--- src/rtl/fetch_pkg.sv ---
// Shared types and constants for the instruction-fetch front end and its pipeline registers.
package fetch_pkg;

  localparam int unsigned XLEN = 32;

  localparam logic [XLEN-1:0] NOP_INSTR        = 32'h0000_0013;
  localparam logic [XLEN-1:0] RESET_PC_DEFAULT = 32'h0000_0000;

  typedef enum logic [1:0] {
    FETCH = 2'd0,
    HOLD  = 2'd1,
    DROP  = 2'd2
  } fetch_state_t;

  typedef struct packed {
    logic [XLEN-1:0] pc;
    logic [XLEN-1:0] instr;
  } fetch_pkt_t;

  // Redirect targets are word aligned; misaligned low bits are dropped.
  function automatic logic [XLEN-1:0] align_pc(input logic [XLEN-1:0] addr);
    return addr & ~XLEN'(3);
  endfunction

endpackage

--- src/rtl/if_id_reg.sv ---
// Pipeline register with write-enable, flush and bubble insert; reused between stages.
module if_id_reg import fetch_pkg::*; #(
  parameter logic [XLEN-1:0] NOP = NOP_INSTR
) (
  input  logic            clk,
  input  logic            rst,
  input  logic            we_i,
  input  logic            flush_i,
  input  logic            bubble_i,
  input  fetch_pkt_t      pkt_i,
  output logic [XLEN-1:0] pc_o,
  output logic [XLEN-1:0] instr_o,
  output logic            valid_o
);

  // Flush beats everything; a bubble keeps the PC for debug visibility but is never valid.
  always_ff @(posedge clk or posedge rst) begin
    if (rst) begin
      pc_o    <= '0;
      instr_o <= NOP;
      valid_o <= 1'b0;
    end else if (flush_i) begin
      pc_o    <= '0;
      instr_o <= NOP;
      valid_o <= 1'b0;
    end else if (we_i && bubble_i) begin
      pc_o    <= pkt_i.pc;
      instr_o <= NOP;
      valid_o <= 1'b0;
    end else if (we_i) begin
      pc_o    <= pkt_i.pc;
      instr_o <= pkt_i.instr;
      valid_o <= 1'b1;
    end
  end

endmodule

--- src/rtl/fetch_stage.sv ---
// Instruction-fetch stage: PC, imem handshake, one-entry skid buffer and IF/ID register.
// Optional FETCH_PERF_CNT_EN adds saturating stall/flush counters.
module fetch_stage #(
  parameter logic [fetch_pkg::XLEN-1:0] RESET_PC  = fetch_pkg::RESET_PC_DEFAULT,
  parameter logic [fetch_pkg::XLEN-1:0] NOP_INSTR = fetch_pkg::NOP_INSTR
) (
  input  logic                      clk,
  input  logic                      rst,
  input  logic                      PCWrite,
  input  logic                      IF_ID_Write,
  input  logic                      Branch_Taken,
  input  logic [fetch_pkg::XLEN-1:0] Branch_Target,
  output logic                      imem_req,
  output logic [fetch_pkg::XLEN-1:0] imem_addr,
  input  logic                      imem_ready,
  input  logic [fetch_pkg::XLEN-1:0] imem_rdata,
  output logic [fetch_pkg::XLEN-1:0] IF_ID_PC,
  output logic [fetch_pkg::XLEN-1:0] IF_ID_Instruction,
`ifdef FETCH_PERF_CNT_EN
  output logic [fetch_pkg::XLEN-1:0] perf_stall_cycles,
  output logic [fetch_pkg::XLEN-1:0] perf_flushes,
`endif
  output logic                      IF_ID_Valid,
  output logic                      Fetch_Busy
);
  import fetch_pkg::*;

  fetch_state_t    state_q, state_d;
  logic [XLEN-1:0] pc_q, pc_d;
  logic [XLEN-1:0] tgt_q, tgt_d;
  fetch_pkt_t      skid_q, skid_d;
  logic            req_q, req_d;

  logic            fire, pending;
  logic            ifid_we, ifid_flush, ifid_bubble;
  fetch_pkt_t      ifid_pkt;
  logic [XLEN-1:0] redirect_pc;

  assign fire        = req_q && imem_ready;
  assign pending     = req_q && !imem_ready;
  assign redirect_pc = align_pc(Branch_Target);

  assign imem_req   = req_q;
  assign imem_addr  = pc_q;
  assign Fetch_Busy = req_q && !imem_ready;

  always_comb begin
    state_d     = state_q;
    pc_d        = pc_q;
    tgt_d       = tgt_q;
    skid_d      = skid_q;
    ifid_we     = 1'b0;
    ifid_flush  = 1'b0;
    ifid_bubble = 1'b0;
    ifid_pkt    = '{pc: pc_q, instr: imem_rdata};

    if (Branch_Taken) begin
      ifid_flush = 1'b1;
      skid_d     = '0;
      // An outstanding request must finish on its old address before the target goes out.
      if (pending) begin
        tgt_d   = redirect_pc;
        state_d = DROP;
      end else begin
        pc_d    = redirect_pc;
        state_d = FETCH;
      end
    end else begin
      unique case (state_q)
        FETCH: begin
          if (fire) begin
            if (IF_ID_Write) begin
              ifid_we = 1'b1;
              if (PCWrite) pc_d = pc_q + XLEN'(4);
            end else begin
              skid_d  = ifid_pkt;
              state_d = HOLD;
            end
          end else if (IF_ID_Write) begin
            ifid_we     = 1'b1;
            ifid_bubble = 1'b1;
          end
        end
        HOLD: begin
          if (IF_ID_Write) begin
            ifid_we  = 1'b1;
            ifid_pkt = skid_q;
            if (PCWrite) pc_d = pc_q + XLEN'(4);
            state_d  = FETCH;
          end
        end
        DROP: begin
          if (imem_ready) begin
            pc_d    = tgt_q;
            state_d = FETCH;
          end
        end
        default: state_d = FETCH;
      endcase
    end

    req_d = (state_d != HOLD);
  end

  always_ff @(posedge clk or posedge rst) begin
    if (rst) begin
      state_q <= FETCH;
      pc_q    <= RESET_PC;
      tgt_q   <= '0;
      skid_q  <= '0;
      req_q   <= 1'b0;
    end else begin
      state_q <= state_d;
      pc_q    <= pc_d;
      tgt_q   <= tgt_d;
      skid_q  <= skid_d;
      req_q   <= req_d;
    end
  end

  if_id_reg #(.NOP(NOP_INSTR)) u_if_id (
    .clk      (clk),
    .rst      (rst),
    .we_i     (ifid_we),
    .flush_i  (ifid_flush),
    .bubble_i (ifid_bubble),
    .pkt_i    (ifid_pkt),
    .pc_o     (IF_ID_PC),
    .instr_o  (IF_ID_Instruction),
    .valid_o  (IF_ID_Valid)
  );

`ifdef FETCH_PERF_CNT_EN
  logic [XLEN-1:0] stall_cnt_q, flush_cnt_q;

  // Saturating event counters.
  always_ff @(posedge clk or posedge rst) begin
    if (rst) begin
      stall_cnt_q <= '0;
      flush_cnt_q <= '0;
    end else begin
      if (!IF_ID_Write && (stall_cnt_q != '1)) stall_cnt_q <= stall_cnt_q + XLEN'(1);
      if (Branch_Taken && (flush_cnt_q != '1)) flush_cnt_q <= flush_cnt_q + XLEN'(1);
    end
  end

  assign perf_stall_cycles = stall_cnt_q;
  assign perf_flushes      = flush_cnt_q;
`endif

endmodule

--- config.mk ---
export PLATFORM = sky130hd
export DESIGN_NAME = fetch_stage
export DESIGN_NICKNAME = d
export VERILOG_FILES = /design/src/rtl/fetch_pkg.sv /design/src/rtl/if_id_reg.sv /design/src/rtl/fetch_stage.sv
export SDC_FILE = /design/constraint.sdc
export NUM_CORES = 1
export LEC_CHECK = 0
export BUFFER_PORTS_ARGS = -buffer_cell sky130_fd_sc_hd__buf_4
export CAP_MARGIN = 5
export CORE_MARGIN = 8
export CORE_UTILIZATION = 57
export CTS_BUF_LIST = sky130_fd_sc_hd__clkbuf_8
export CTS_CLUSTER_DIAMETER = 80
export DETAILED_ROUTE_END_ITERATION = 10
export GPL_TIMING_DRIVEN = 0
export HOLD_SLACK_MARGIN = 0.03
export PLACE_DENSITY = 0.8
export SLEW_MARGIN = 20
export SYNTH_ARGS = -nofsm -noshare
export SYNTH_HDL_FRONTEND = slang
export SYNTH_SLANG_ARGS = --single-unit
--- constraint.sdc ---
create_clock -name clk -period 8 [get_ports clk]
set_clock_uncertainty 0.2 [all_clocks]
set_input_delay 1.6 -clock clk [delete_from_list [all_inputs] [get_ports clk]]
set_output_delay 1.6 -clock clk [all_outputs]
set_load 0.01 [all_outputs]
==> metrics.md, run 1 <==
| Metric | Value |
|---|---|
| DRC | 0 |
| Post-CTS Setup Bufs | 0 |
| Cell Area, Synth | between 0.008 and 0.009 mm² |
| H-tree Lvls | 4 |
| Post-layout min period | 4020 ps |
| First-pass detailed-route iteration total | 5 |
| Power density cells | 211 mW/mm² |
| Initial antenna violation count | 0 |
| Hold Buf Count CTS | 0 |
| Crit path largest cell delay | 290 ps |
| Reg clk slew, reported paths | about 100 ps |
| Wire length per cell | between 15 and 20 µm |
| Switch share | 0.314 |
| Die Ht | 140 µm |
| I/O pins | 169 |
| Worst hold path class | flip-flop to flip-flop |
| Final ANT Viol Nets | 0 |
| Diodes inserted | 0 |
| #FFs+latches synth | 192 |
| Area post-placement | 0.0103 mm² |
| Synth Flop Type | dfrtp_1 |
| Post-synthesis sequential area ratio | 0.548 |
| CP Capture Type | primary output |
| Arr. time, crit path | 2220 ps |
| Avg Inst Size Synth | about 11 µm² |
| Worst slew margin | 0.231 |
| Die W | between 100 and 150 µm |
| Synthesis-to-layout area growth | 21.4% |
| Clock share of power | 0.272 |
| Setup crit end | Fetch_Busy |
| Run status | completed |
| Top-count cell post-synth | dfrtp_1 |
| Clock sinks | roughly 190 |
| Critical Path Fanout Max | 5 |
| Tcrit/Tclk final | 0.503 |
| Core area | 0.0151 mm² |
| Internal power | 0.00154 W |
| Die Area | about 0.020 mm² |
| Core Util, Final | 0.703 |
| Grt ovf | 0 |
| Post-synth top cells | 189 x dfrtp_1, 103 x o21ai_0, 102 x nand2_1 |
| Synth cell types | 60 |
| Leakage | around 4.9 nW |
| PostCTS Resize Cnt | 0 |
| Largest net degree at the start of global routing | 109 |
| Initial DRC Count | 557 |
| Final worst setup slack | around 4000 ps |
| Final WL | 24.1 mm |
| Synth top area share | 0.539 |
| R2R Path End | imem_addr[8] |
| CP Launch Type | input pin |
| VDD IR max | 97.4 µV |
| Global-route wire length before repair | 38.5 mm |
| Clock buffer depth | 2 |
| Rows | 45 |
| Kind of cell adding the most delay to the critical path | buffers and inverters |
| Critical Path RT | 6200 ps |
| Max-Cap Viols | 0 |
| Final Max Slew Viols | 0 |
| Fin Hold WS | 286 ps |
| Initial core utilization | 0.580 |
| Fmax | 249 MHz |
| Fin. Hold Viols | 0 |
| Dpl ws | 4040 ps |
| Mapped Cells | 822 |
| Total GRT Usage | 0.247 |
| CTS tree | yes |
| Setup TNS | 0 ps |
| Vias in the first global route | 7192 |
| Critical path, cell by cell | buf_4, nor2b_1, buf_4 |
| Nets@finish | between 1000 and 1500 |
| Fraction of layout cells with a size suffix above 1 | 0.259 |
| Worst slew pin tran | approximately 1100 ps |
| Post-synth EDFFs | 0 |
| RSZ-0062 raised after global routing | false |
| Clk Tree Root Cell | clkbuf_8 |
| Slowest cell on the critical path | nor2b_1 |
| Vias post-DR | ~7200 |
| Part of the power in registers | 0.520 |
| Most used cell, CP | buf_4 |
| WP depth | 3 |
| DR vias/cell | 5.99 |
| GPL Wtd Cong | 0.889 |
| NetSw | 0.000708 W |
| Logic pwr share | 0.208 |
| Inserted Clock Buffers | 17 |
| Post-route cell area | 0.0107 mm² |
| Ys Warns | 0 |
| Ys async rst share | 1.00 |
| Worst setup startpoint | imem_ready |
| Post-synth top area cell | dfrtp_1 |
| CP Class | input pin to primary output |
| Buf+Inv Stages, Crit Path | 2 |
| Worst reg-to-reg setup slack | around 5100 ps |
| Area contributors post-synth | dfrtp_1 54%, mux2i_1 6.5%, a22o_1 6.5%, o21ai_0 5.9%, nand2_1 4.4% |
| Final setup vio count | 0 |
| I/O Buffers | 163 |
| Clk_lat worst skew | 470 ps |
| DPL Wire Length | approximately 18 mm |
| Worst R2R Path Depth | 8 |
| RR Startpoint | state_q[0] |
-- cell families after synthesis --
| group | after synthesis | synth area share |
|---|---|---|
| adders and majority gates | 1 | 0.00143 |
| xor gates and xnor gates | 7 | 0.00698 |
| DFF | 192 | 0.548 |
| muxes | 89 | 0.106 |
| and+or+nand+nor | 198 | 0.103 |
| AOI/OAI and AO/OA | 261 | 0.194 |
| other | 1 | 0.000427 |
| buffers and inverters | 73 | 0.0401 |
-- flip-flops by register name (all words and copies together), names as in the netlist --
name             flops
u_if_id.instr_o     32
tgt_q               30
u_if_id.pc_o        32
skid_q              64
state_q              2
u_if_id.valid_o      1
imem_addr           30
imem_req             1
-- power by group through the flow --
stage          logic (W)  clock network (W)  registers, W
4_1_cts         0.000472           0.000628       0.00117
3_5_place_dp    0.000469                  0       0.00119
3_3_place_gp    0.000458                  0       0.00118
5_1_grt         0.000513           0.000659       0.00118
2_1_floorplan   0.000246                  0       0.00118
6_report        0.000469           0.000613       0.00117
-- how the worst min path moves through the flow --
stage | slack, ps | cells after the start | end | startpoint
after floorplan | 250 | 2 | tgt_q[24] | tgt_q[24]
after global placement | 260 | 2 | u_if_id.instr_o[21] | u_if_id.instr_o[21]
after detailed placement | 270 | 2 | u_if_id.instr_o[10] | u_if_id.instr_o[10]
after CTS | 290 | 2 | u_if_id.pc_o[31] | u_if_id.pc_o[31]
after global routing | 310 | 2 | u_if_id.instr_o[20] | u_if_id.instr_o[20]
final | 290 | 2 | u_if_id.instr_o[21] | u_if_id.instr_o[21]
-- per-stage QoR --
stage	cells	power (W)
4_1_cts	1207	0.00227
3_3_place_gp	1174	0.00164
3_5_place_dp	1175	0.00166
2_1_floorplan	823	0.00143
6_report	1207	0.00225
5_1_grt	1207	0.00235
-- worst register-to-register path: stages, from the launching register on --
cell,delay [ps]
dfrtp_1,370
clkbuf_1,190
nor2b_1,150
clkbuf_1,320
o21ai_0,230
a21boi_1,610
clkbuf_1,470
a21oi_1,140
a21oi_1,150
-- layer usage --
metal / vias to the layer above / wire [µm] / GRT usage
li1: 3334 / - / -
met1: 3522 / 10400 / 0.327
met2: 332 / 11100 / 0.387
met3: 41 / 2000 / 0.0608
met4: 0 / 558 / 0.0937
met5: - / 0 / 0
-- placed cells by master (no fill, tap or decap), types with 3 or more instances in the layout --
cell,count
o21ai_0,103
a22o_1,65
mux2_2,32
inv_1,6
clkbuf_1,47
nand2_1,102
a31oi_1,12
inv_6,4
clkinvlp_4,4
dfstp_2,3
xor2_1,4
and2_1,3
nand2b_1,4
nor3_1,3
a211oi_1,7
buf_2,9
clkbuf_8,19
mux2i_1,57
and3_1,7
buf_6,6
a21o_1,3
o22a_1,4
nor2b_1,3
or2_2,3
nor2_1,40
nand3_1,12
nand4_1,4
clkinv_2,3
dfrtp_1,189
nor4_1,4
o31ai_1,3
buf_4,165
a21oi_1,43
xnor2_1,3
-- cell type report --
cell class | instances | area [µm²]
tap | 188 | 235
clock buffer | 18 | 248
inverter | 7 | 33.8
buffer | 66 | 325
multi-input combinational | 558 | 3620
timing repair buffer | 164 | 1250
clock inverter | 14 | 130
sequential | 192 | 4810
fill | 1203 | 4490
Power figures use the tool's default switching activity.
==> run 2: changes to the inputs <==
ABC_AREA = 1   (was unset)
CORE_UTILIZATION = 59   (was 57)
PLACE_DENSITY = 0.81   (was 0.8)
clock period = 3.8 ns   (was 8 ns; I/O delays follow)
==> run 2 against run 1 <==
Net effect: setup slack worse by 2500 ps; first-iteration DRC count rose by 59%; synthesized cell count grew 73%; total power grew 140%; routed wire length is 32% higher; via count rose by 45%; cell count up 54%; non-clock buffer count grew 34; clock power rose to 2.6 times the previous value; critical path depth grew 3; die area rose by 12%; sequential power grew 110%; critical endpoint is now skid_q[32].
==> metrics.md, run 2 <==
| Metric | Value |
|---|---|
| Logic pwr share | 0.246 (+0.038) |
| VDD IR max | 288 µV (+200%) |
| Clock buffer depth | 2 (unchanged) |
| Run status | completed |
| Max-Cap Viols | 0 (unchanged) |
| Post-synthesis mux area share | 0 (-0.106) |
| Cell Area, Synth | 0.0103 mm² (+17%) |
| Avg Inst Size Synth | 7.22 µm² (-32%) |
| I/O pins | 169 (unchanged) |
| Synth cell types | 33 (-45%) |
| Worst slew margin | 0.442 (+0.211) |
| Final Power | 0.00534 W (+140%) |
| Inserted Clock Buffers | 17 (unchanged) |
| Die Area | 0.0219 mm² (+12%) |
| Synthesis-to-layout area growth | 20.6% |
| Synth Area in Compound Gates | 0.108 (-0.0856) |
| Die Ht | 148 µm (+5.7%) |
| Diodes inserted | 0 (unchanged) |
| Arr. time, crit path | 2530 ps (+310 ps) |
| Post-synth top area cell | dfrtp_1 |
| Synth top area share | 0.459 (-0.0793) |
| Worst R2R Path Depth | 6 (-2) |
| CTS tree | yes |
| Most frequent cells in the layout | 473 x nand2_1, 229 x nand3_1, 189 x dfrtp_1 |
| Clk_lat worst skew | 480 ps (about the same) |
| PostCTS Resize Cnt | 0 (unchanged) |
| Final WL | 31.8 mm (+32%) |
| Core area | 0.0172 mm² (+13%) |
| Critical Path Fanout Max | 10 (+5) |
| Largest registers | skid_q: 64 flops, u_if_id.instr_o: 32 flops, u_if_id.pc_o: 32 flops |
| Fin Hold WS | 39.7 ps (-246 ps) |
| NetSw | 0.00181 W (+160%) |
| R2R Path End | u_if_id.pc_o[6] |
| Fillers | 1450 (+21%) |
| Area post-placement | 0.0120 mm² (+16%) |
| Post-synthesis sequential area ratio | 0.467 (-0.0806) |
| Initial DRC Count | 887 (+59%) |
| Ys Warns | 0 (unchanged) |
| DRC | 0 (unchanged) |
| Crit path largest cell delay | 650 ps (+360 ps) |
| Clk Tree Root Cell | clkbuf_8 |
| Largest family of logic cells by synthesized area | simple AND/OR/NAND/NOR gates |
| Kind of cell adding the most delay to the critical path | buffers and inverters |
| Fraction of layout cells with a size suffix above 1 | 0.161 (-0.0976) |
| Buf+Inv Stages, Crit Path | 4 (+2) |
| Leakage | 6.49 nW (+34%) |
| RSZ-0062 raised after global routing | false |
| Internal power | 0.00354 W (+130%) |
| Initial antenna violation count | 0 (unchanged) |
| Post-synth EDFFs | 0 (unchanged) |
| Die W | 148 µm (+5.7%) |
| CP Class | input pin to flip-flop |
| Post-synth top cells | 473 x nand2_1, 229 x nand3_1, 189 x dfrtp_1 |
| Reg clk slew, reported paths | 100 ps (about the same) |
| Switch share | 0.338 (+0.0240) |
| Commonest non-fill, non-tap cell in the layout | nand2_1 |
| Clock share of power | 0.293 (+0.021) |
| Critical Path RT | 4010 ps (-2190 ps) |
| Synth Flop Type | dfrtp_1 |
| Post-route cell area | 0.0124 mm² (+17%) |
| Grt ovf | 0 (unchanged) |
| Post-Synth Simple-Gate Area | 0.347 (+0.244) |
| #FFs+latches synth | 192 (unchanged) |
| Worst reg-to-reg setup slack | 1680 ps (-3430 ps) |
| First-pass detailed-route iteration total | 8 (+3) |
| Rows | 48 (+6.7%) |
| Post-CTS Setup Bufs | 0 (unchanged) |
| Final Max Slew Viols | 0 (unchanged) |
| GPL Wtd Cong | 0.918 (+3.3%) |
| Largest net degree at the start of global routing | 32 (-71%) |
| Vias post-DR | 10473 (+45%) |
| Max reg flops | 64 (unchanged) |
| Final ANT Viol Nets | 0 (unchanged) |
| XOR/XNOR Fraction of Synth Area | 0.000851 (-0.00613) |
| Core Util, Final | 0.723 (+0.0195) |
| Mapped Cells | 1426 (+73%) |
| DR vias/cell | 5.65 (-5.7%) |
| Wire length per cell | 17.2 µm (-14%) |
| Fmax | 430 MHz |
| Largest Register | skid_q |
| Slowest cell on the critical path | clkbuf_1 |
| CP Capture Type | flip-flop |
| Top-count cell post-synth | nand2_1 |
| Global-route wire length before repair | 50.9 mm (+32%) |
| Total GRT Usage | 0.286 (+0.0392) |
| Area contributors post-synth | dfrtp_1 46%, nand2_1 17%, nand3_1 11%, o21ai_0 5.4%, nor2_1 5.1% |
| Tcrit/Tclk final | 0.612 |
| Worst slew pin tran | 837 ps (-306 ps) |
| I/O Buffers | 163 (unchanged) |
| Critical path, cell by cell | buf_4, buf_2, clkinv_1, clkbuf_1, nand2_1, a21oi_1 |
| DPL Wire Length | 24.3 mm (+37%) |
| Post-layout min period | 2330 ps |
| RR Startpoint | state_q[1] |
| Hold Buf Count CTS | 0 (unchanged) |
| Ys async rst share | 1.00 (unchanged) |
| H-tree Lvls | 4 (unchanged) |
| Setup TNS | 0 ps (unchanged) |
| Vias in the first global route | 9945 (+38%) |
| Fin. Hold Viols | 0 (unchanged) |
| Power density cells | 430 mW/mm² (+100%) |
| Final setup vio count | 0 (unchanged) |
| Clock sinks | 192 (unchanged) |
| CP Launch Type | input pin |
| Synth Area in Adders | 0.00122 (-0.000210) |
| Nets@finish | 1687 (+57%) |
| Worst hold path class | input pin to async pin |
| Part of the power in registers | 0.461 (-0.059) |
| Initial core utilization | 0.599 (+0.0197) |
## run 2: cell types whose count changed after synthesis, sizes merged, moves of 20 or more
cell / previous run / this run
nand3: 12 / 229
nor2: 40 / 147
o211ai: 1 / 34
nand2: 102 / 478
mux2: 32 / 0
buf: 17 / 51
mux2i: 57 / 0
a21oi: 43 / 6
o31ai: 3 / 23
a22o: 66 / 0
inv: 7 / 89
## run 2: how the worst max path moves through the flow
| stage | start | endpoint | slack, ps | depth (start not counted) |
|---|---|---|---|---|
| 6_report | Branch_Taken | skid_q[32] | 1470 | 6 |
| 2_1_floorplan | rst | imem_addr[10] | 370 | 1 |
| 5_1_grt | Branch_Taken | skid_q[32] | 1400 | 6 |
| 4_1_cts | imem_req | Fetch_Busy | 1560 | 3 |
| 3_5_place_dp | Branch_Taken | skid_q[32] | 1000 | 6 |
| 3_3_place_gp | rst | tgt_q[27] | -760 | 2 |
## run 2: power by group through the flow
| stage | logic [W] | registers, W | clock network [W] |
|---|---|---|---|
| floorplan | 0.000714 | 0.00250 | 0 |
| CTS | 0.00131 | 0.00245 | 0.00157 |
| global placement | 0.00125 | 0.00249 | 0 |
| detailed placement | 0.00130 | 0.00249 | 0 |
| finish | 0.00132 | 0.00246 | 0.00157 |
| global route | 0.00146 | 0.00249 | 0.00165 |
## run 2: cell families after synthesis
kind of cell | Yosys count
and+or+nand+nor | 859
DFF | 192
buffers and inverters | 185
AOI/OAI and AO/OA | 187
adders and majority gates | 1
xor gates and xnor gates | 1
other | 1
## run 2: cell type report
type / count / area, µm² / area share
Buffer: 94 / 428 / 0.0345
Clock buffer: 17 / 234 / 0.0188
Clock inverter: 15 / 229 / 0.0184
Inverter: 91 / 348 / 0.0280
Multi-Input combinational cell: 1050 / 4720 / 0.380
Sequential cell: 192 / 4810 / 0.387
Tap cell: 225 / 282 / 0.0227
Timing Repair Buffer: 170 / 1370 / 0.110
## run 2: stage by stage
step / setup WS [ps] / cells
2_1_floorplan: 366 / 1427
3_3_place_gp: -762 / 1815
3_5_place_dp: 1000 / 1822
4_1_cts: 1560 / 1854
5_1_grt: 1400 / 1854
6_report: 1470 / 1854
## run 2: per-layer routing
layer | global-route usage | routed length (µm)
met1 | 0.367 | 13200
met2 | 0.472 | 15100
met5 | 0 | 0
met4 | 0.109 | 869
met3 | 0.0565 | 2670
==> run 3: changes to the inputs <==
clock period = 2.32 ns   (was 3.8 ns; I/O delays follow)
==> run 3 against run 2 <==
Net effect: sequential power up 64%; flip-flop and latch count unchanged; worst hold slack better by 22 ps; global-route usage up 0.42 points; sequential share of layout area down 0.91 points; total power up 65%; critical endpoint is now imem_addr[30]; highest routed layer unchanged.
==> metrics.md, run 3 (synthesis gave the netlist of run 2 again) <==
| Metric | Value |
|---|---|
| DR vias/cell | 5.62 (-0.45%) |
| First-pass detailed-route iteration total | 6 (-2) |
| Slowest cell on the critical path | dfrtp_1 |
| Rows | 48 (unchanged) |
| Initial DRC Count | 916 (+3.3%) |
| Clock buffer depth | 2 (unchanged) |
| Clock sinks | 192 (unchanged) |
| Commonest non-fill, non-tap cell in the layout | nand2_1 |
| Final Power | 0.00880 W (+65%) |
| Worst slew pin tran | 869 ps (+31.8 ps) |
| CTS tree | yes |
| Vias post-DR | 10595 (+1.2%) |
| I/O pins | 169 (unchanged) |
| Inserted Clock Buffers | 17 (unchanged) |
| Synthesis-to-layout area growth | 23.5% |
| Nets@finish | 1717 (+1.8%) |
| Grt ovf | 0 (unchanged) |
| Most frequent cells in the layout | 473 x nand2_1, 229 x nand3_1, 189 x dfrtp_1 |
| CP Capture Type | flip-flop |
| Fin. Hold Viols | 0 (unchanged) |
| PostCTS Resize Cnt | 0 (unchanged) |
| Final setup vio count | 0 (unchanged) |
| Tcrit/Tclk final | 0.915 |
| DRC | 0 (unchanged) |
| Worst reg-to-reg setup slack | 200 ps (-1480 ps) |
| Global-route wire length before repair | 51.5 mm (+1.2%) |
| VDD IR max | 418 µV (+45%) |
| Arr. time, crit path | 2310 ps (-220 ps) |
| Critical Path RT | 2500 ps (-1510 ps) |
| Most used cell, CP | nand2_1 |
| Wire length per cell | 17.1 µm (-0.28%) |
| H-tree Lvls | 4 (unchanged) |
| Final Max Slew Viols | 0 (unchanged) |
| Fin Hold WS | 61.6 ps (+21.9 ps) |
| Largest Register | skid_q |
| Max-Cap Viols | 0 (unchanged) |
| Fillers | 1391 (-4.1%) |
| Power density cells | 692 mW/mm² (+61%) |
| Reg clk slew, reported paths | 100 ps (about the same) |
| Vias in the first global route | 10029 (+0.84%) |
| Leakage | 6.61 nW (+1.9%) |
| Die Ht | 148 µm (unchanged) |
| Critical path, cell by cell | ha_1, nand2_1, nor2_4, nand2_2, nor2_1, nand3_1, nand3_1, nand2_1, nand2_1, nand2_1 |
| Crit path largest cell delay | 460 ps (-190 ps) |
| RSZ-0062 raised after global routing | false |
| Largest registers | skid_q: 64 flops, u_if_id.instr_o: 32 flops, u_if_id.pc_o: 32 flops |
| Area of the multi-input gates | 0.00472 mm² (unchanged) |
| Final WL | 32.2 mm (+1.3%) |
| DPL Wire Length | 24.3 mm (unchanged) |
| Core area | 0.0172 mm² (unchanged) |
| CP Launch Type | flip-flop |
| CP Class | flip-flop to flip-flop |
| I/O Buffers | 163 (unchanged) |
| Critical Path Fanout Max | 6 (-4) |
| Run status | completed |
| Fmax | 471 MHz |
| Buf+Inv Stages, Crit Path | 0 (-4) |
| Max reg flops | 64 (unchanged) |
| Clk_lat worst skew | 480 ps (about the same) |
| Kind of cell adding the most delay to the critical path | simple AND/OR/NAND/NOR gates |
| Storage element area | 0.00481 mm² (unchanged) |
| Post-layout min period | roughly 2100 ps |
| Clk Tree Root Cell | clkbuf_8 |
| Worst hold path class | input pin to flip-flop |
| Initial core utilization | 0.599 (unchanged) |
| Largest net degree at the start of global routing | 32 (unchanged) |
| Worst slew margin | 0.421 (-0.0212) |
| Initial antenna violation count | 0 (unchanged) |
| GPL Wtd Cong | 0.918 (unchanged) |
| Fraction of layout cells with a size suffix above 1 | 0.159 (-0.00292) |
| Diodes inserted | 0 (unchanged) |
| Total GRT Usage | 0.290 (+0.00417) |
| Die Area | 0.0219 mm² (unchanged) |
| Die W | 148 µm (unchanged) |
| Final ANT Viol Nets | 0 (unchanged) |
[run 3: cell types whose count changed in the layout (fill, tap and decap cells not counted), sizes merged]
cell,before,now
dlygate4sd3,0,30
[run 3: routing by layer]
metal	wire length, µm	up-vias	share of wire	GRT usage
met1	13200	4927	0.41	0.369
met2	15500	530	0.48	0.482
met3	2700	56	0.084	0.0574
met5	0	-	0	0
li1	-	5082	-	-
met4	898	0	0.028	0.111
[run 3: worst min-delay path: stages]
cell and delay, ps:
buf_4 110, inv_1 40, o21ai_0 70
[run 3: per-stage QoR]
| stage | TNS, ps | std cells | utilization | cell area, µm² | worst slack [ps] |
|---|---|---|---|---|---|
| 2_1_floorplan | -155180 | 1427 | - | 10300 | -818 |
| 3_3_place_gp | -369080 | 1815 | 0.687 | 11800 | -1950 |
| 3_5_place_dp | -1350 | 1822 | 0.696 | 12000 | -183 |
| 4_1_cts | 0 | 1884 | 0.740 | 12700 | 243 |
| 5_1_grt | 0 | 1884 | 0.740 | 12700 | 77.9 |
| 6_report | 0 | 1884 | 0.740 | 12700 | 197 |
[run 3: final timing paths]
kind                       cells past startpoint                  to        startpoint
setup reg to reg                              10       imem_addr[30]      imem_addr[2]
hold / removal                                 3            tgt_q[5]  Branch_Target[5]
max in group asynchronous                      7       imem_addr[20]               rst
min in group asynchronous                      3  u_if_id.instr_o[9]               rst
setup / recovery                              10       imem_addr[30]      imem_addr[2]
hold reg to reg                                2            tgt_q[2]          tgt_q[2]
[run 3: final cells by class]
class / count / area share
repair buffers: 200 / 0.131
clock inverters: 15 / 0.0180
plain buffers: 94 / 0.0336
well taps: 225 / 0.0221
clock buffers: 17 / 0.0184
inverters: 91 / 0.0274
flip-flops and latches: 192 / 0.378
multi-input cells: 1050 / 0.371
[run 3: report_power, final]
group | switching [W] | internal [W] | leakage [nW]
sequential | 0.000349 | 0.00369 | 2.52
clock | 0.00127 | 0.00130 | 0.231
combinational | 0.00136 | 0.000840 | 3.86
total | 0.00297 | 0.00582 | 6.61
[run 3: timing repair]
item                      CTS  global route
hold endpoints to repair   41             0
buffers inserted            0             0
hold buffers               30             0
